<file path="src/rtl/param_fifo.sv">
// Parametrised synchronous FIFO with programmable almost-full/almost-empty
// thresholds, registered read data with a valid strobe, and sticky error flags.
module param_fifo #(
  parameter int DATA_WIDTH = 10,
  parameter int ADDR_WIDTH = 3,
  parameter int DROP_ZERO  = 1,
  parameter int DEF_SUP    = 6,
  parameter int DEF_INF    = 1
) (
  input  logic                  clk,
  input  logic                  reset,
  input  logic                  init,
  input  logic                  push,
  input  logic                  pop,
  input  logic [ADDR_WIDTH:0]   um_sup,
  input  logic [ADDR_WIDTH:0]   um_inf,
  input  logic [DATA_WIDTH-1:0] data_in,
  output logic [DATA_WIDTH-1:0] data_out,
  output logic                  valid_out,
  output logic [ADDR_WIDTH:0]   count,
  output logic                  full,
  output logic                  empty,
  output logic                  alm_full,
  output logic                  alm_empty,
  output logic                  overflow,
  output logic                  underflow
);

  localparam int DEPTH = 2 ** ADDR_WIDTH;
  localparam int CW    = ADDR_WIDTH + 1;

  logic [DATA_WIDTH-1:0] mem [DEPTH];
  logic [ADDR_WIDTH-1:0] wr_ptr;
  logic [ADDR_WIDTH-1:0] rd_ptr;
  logic [CW-1:0]         threshold_sup;
  logic [CW-1:0]         threshold_inf;
  logic                  null_word;
  logic                  push_ok;
  logic                  pop_ok;

  // Flags depend only on occupancy and thresholds; a threshold above DEPTH
  // simply never matches.
  assign full      = (count == CW'(DEPTH));
  assign empty     = (count == '0);
  assign alm_full  = (count >= threshold_sup);
  assign alm_empty = (count <= threshold_inf);

  assign null_word = (DROP_ZERO != 0) && (data_in == '0);
  assign pop_ok    = pop && !empty;
  // A pop in the same cycle frees the slot a full FIFO would otherwise refuse.
  assign push_ok   = push && (!full || pop_ok) && !null_word;

  // NOTE: storage carries no reset; pointers and count alone define which
  // words are valid, so clearing the array would only cost a reset fan-out.
  always_ff @(posedge clk) begin
    if (!init && push_ok) mem[wr_ptr] <= data_in;
  end

  // NOTE: every register here uses <= so all updates see pre-edge values.
  always_ff @(posedge clk or posedge reset) begin
    if (reset) begin
      wr_ptr        <= '0;
      rd_ptr        <= '0;
      count         <= '0;
      data_out      <= '0;
      valid_out     <= 1'b0;
      overflow      <= 1'b0;
      underflow     <= 1'b0;
      threshold_sup <= CW'(DEF_SUP);
      threshold_inf <= CW'(DEF_INF);
    end else if (init) begin
      wr_ptr        <= '0;
      rd_ptr        <= '0;
      count         <= '0;
      data_out      <= '0;
      valid_out     <= 1'b0;
      overflow      <= 1'b0;
      underflow     <= 1'b0;
      threshold_sup <= um_sup;
      threshold_inf <= um_inf;
    end else begin
      if (push_ok) wr_ptr <= wr_ptr + 1'b1;
      if (pop_ok) begin
        data_out <= mem[rd_ptr];
        rd_ptr   <= rd_ptr + 1'b1;
      end
      valid_out <= pop_ok;
      count     <= count + CW'(push_ok) - CW'(pop_ok);
      if (push && full && !pop && !null_word) overflow <= 1'b1;
      if (pop && empty) underflow <= 1'b1;
    end
  end

endmodule

</file>
<file path="config.mk">
export PLATFORM = sky130hd
export DESIGN_NAME = param_fifo
export DESIGN_NICKNAME = d
export VERILOG_FILES = /design/src/rtl/param_fifo.sv
export SDC_FILE = /design/constraint.sdc
export NUM_CORES = 1
export LEC_CHECK = 0
export CAP_MARGIN = 5
export CORE_UTILIZATION = 57
export DETAILED_ROUTE_END_ITERATION = 10
export HOLD_SLACK_MARGIN = 0.02
export PLACE_DENSITY = 0.86
export SYNTH_ARGS = -nofsm -noshare
export SYNTH_HDL_FRONTEND = slang
export SYNTH_SLANG_ARGS = --single-unit
</file>
<file path="constraint.sdc">
create_clock -name clk -period 2.9 [get_ports clk]
set_clock_uncertainty 0.1 [all_clocks]
set_input_delay 0.58 -clock clk [delete_from_list [all_inputs] [get_ports clk]]
set_output_delay 0.58 -clock clk [all_outputs]
set_load 0.02 [all_outputs]
</file>
==> impl_metrics.toml <==
[place]
dpl_worst_slack_ps = -212
globalplace.congestion = 0.753
placedInstanceArea_um2 = 5500
detailed_place_hpwl_mm = 6.15
port_buffers = 43

[die]
starting_density_of_the_core_pct = 58.6
floorplan.io_pins = 44
rows = 33
chipHeight_um = 93.7
die-width_um = 93.7
area_of_the_core_um2 = 8180
die_area_um2 = 8780

[clock_network]
tritoncts_clock_tree = "done"
path_clk_slew_ps = 110
tritoncts.num_buffers = 9
clock_latency_ps = 370
cts-hold-fix-buffers = 0
clock_sinks = 111
root_buffer = "clkbuf_8"
clk_path_buf_depth = 2
h-tree-depth = 3

[synthesis]
synth_top_cell_area_share_pct = 50.1
synth.top_cells.by_area = "edfxtp_1 (50%), dfrtp_1 (15%), mux2i_1 (8.8%)"
main_synth_ff_type = "edfxtp_1"
syn_inst = 327
yosys_register_bits = 111
mappedNetlistArea_um2 = 4790
synth_cell_types = 44
postSynthAreaPerCell_um2 = 14.7
netlist.top_cell.by_area = "edfxtp_1"
synth-edff-count = 80
ys.warnings.count = 0
synth-async-reset-ratio_pct = 27.9
syn-num-nets = 367
seq_area_frac_synth_pct = 66.4

[grt]
grt_max_degree = 38
grt_overflow = 0
via_count_of_the_first_global_routing_pass = 2875
grt_pass1_wl_mm = 14.1
grt_util_all_layers_pct = 21.9
antenna_violations_before_repair = 0

[timing]
slew_violations = 0
rsz_0062_raised_after_global_routing = "false"
finalSetupTns_ps = 0
min_cycle_time_layout_ps = 2800
timing.slew.headroom_pct = 41.2
actual_transition_at_the_worst_max_transition_pin_ps = 879
achievable-frequency_mhz = 358
setup-violations-final = 0
post-route-worst-setup-slack_ps = 104
fin_crit_sh_pct = 96.4
hold_viol_final = 0

[final_layout]
final_design_area_no_fill_um2 = 5710
nets = 437
diodes = 0
final.fill_count = 546
layout-area-overhead-vs-synth_pct = 19.2
post_route_cells_drive_above_1_share_pct = 20.9

[power]
power.ir.vdd_worst_mv = 0.309
total_power_w = 0.00431
powerDensity_nw_per_um2 = 754
static-leakage-power_nw = 2.11

[routing]
drt-total-wl_mm = 9.18
num_vias = 2867
first_iter_violations = 171
antenna_left = 0
drt_pass1_iterations = 4
post_drt_via_cell_ratio = 5.65
drc = 0
wl_per_cell_um = 18.1

[setup_path]
critical_path_peak_fanout = 9
worstSetupPathType = "in2reg"
start_kind = "input pin"
crit_arrival_ps = 2950
timing.critical_path.to_type = "register"
timing.critical_path.required_ps = 3050

[hold_path]
worst_hold_path_type = "reg2reg"

[job]
drv.max_cap_violation_count = 0

[outcome]
outcome = "finished, final reports clean"
cell type report:
| class | instances | area (um2) | area share (%) |
|---|---|---|---|
| clock buffers | 9 | 124 | 2.17 |
| well taps | 105 | 131 | 2.30 |
| multi-input cells | 183 | 1470 | 25.8 |
| clock inverters | 7 | 72.6 | 1.27 |
| flip-flops and latches | 111 | 3180 | 55.7 |
| repair buffers | 75 | 667 | 11.7 |
| inverters | 17 | 63.8 | 1.12 |
cells in the mapped netlist (all sizes together), types with 2 or more instances:
library cell and n:
o21a 2, clkbuf 2, mux2i 42, a21oi 4, dfstp 3, edfxtp 80
mux2 2, nand3 3, nand2 11, nor4b 2, o22ai 20, xnor2 3
o21ai 8, nor2b 3, nand4 2, nor3 22, nor4 6, nor2 18
dfrtp 28, inv 17, buf 14, nand2b 6, ha 16, a21o 4
or2 2
cells in the final DEF (no fill, tap or decap), types with 3 or more instances in the layout:
cell type         n
nand2b_1          6
o21ai_0           7
a21oi_1           4
nor2_1           10
clkdlybuf4s50_1  40
dlygate4sd2_1     3
dfrtp_1          27
mux2i_1          42
o22ai_1          20
nor4_2            4
inv_1            16
nor3_1           14
clkbuf_8          9
dfstp_2           3
ha_1             16
nor2_2            8
nor2b_1           3
nor3_2            8
buf_4            32
xnor2_1           3
a21o_1            4
edfxtp_1         80
nand2_1           9
inv_8             3
power by group:
| part | leakage (nW) | switching (W) | internal (W) | total, W |
|---|---|---|---|---|
| Clock | 0.102 | 0.000555 | 0.000341 | 0.000896 |
| Combinational | 0.892 | 0.000800 | 0.000671 | 0.00147 |
| Sequential | 1.12 | 0.0000958 | 0.00184 | 0.00194 |
critical path: stages:
cell             delay, ps
clkdlybuf4s50_1        560
nor4_1                 470
nand3_1                210
nand3_2                130
ha_1                   220
inv_1                   60
ha_1                   180
fa_1                   410
nor2b_1                130
state kept, by name (all words and copies together), names as in the netlist:
signal / count
count: 4
data_out: 10
mem: 80
overflow: 1
rd_ptr: 3
threshold_inf: 4
threshold_sup: 4
underflow: 1
valid_out: 1
wr_ptr: 3
path summary, 6_finish.rpt:
check	from	endpoint	slack (ps)	cells after the start
worst max-delay path	data_in[3]	count[1]$_DFF_PP0_	100	9
worst min-delay path	threshold_sup[2]$_DFFE_PP1P_	threshold_sup[2]$_DFFE_PP1P_	400	2
worst max register to register	count[2]$_DFF_PP0_	count[2]$_DFF_PP0_	200	11
worst min register to register	threshold_sup[2]$_DFFE_PP1P_	threshold_sup[2]$_DFFE_PP1P_	400	2
max in group asynchronous	reset	threshold_inf[0]$_DFFE_PP1P_	1900	3
min in group asynchronous	reset	data_out[2]$_DFFE_PP0P_	480	3
cells by family (layout without fill, tap and decap cells):
logic type,Yosys count,after routing,synth area share [%]
DFF,111,111,66.4
and+or+nand+nor,78,78,10.2
muxes,44,44,9.24
AOI/OAI and AO/OA,40,40,5.25
buffers and inverters,33,108,3.58
adders and majority gates,17,17,4.59
xor gates and xnor gates,4,4,0.731
per-stage QoR:
stage / utilization [%] / hold WS (ps) / std cells
floorplan: - / 363 / 327
global placement: 67.3 / 379 / 489
detailed placement: 67.3 / 384 / 489
CTS: 69.7 / 402 / 505
global route: 69.9 / 440 / 507
finish: 69.9 / 397 / 507
per-layer routing:
metal	global-route usage [%]	vias to the layer above	wire length, um
li1	-	1355	-
met1	28.3	1399	3800
met2	36.9	103	4640
met3	3.56	10	632
met4	8.72	0	102
met5	0	-	0
timing repair:
action | 4_1_cts | 5_1_grt
buffers inserted | 0 | 2
setup endpoints to repair | 3 | 1
gates resized for setup | 4 | 0
Power figures use the tool's default switching activity.
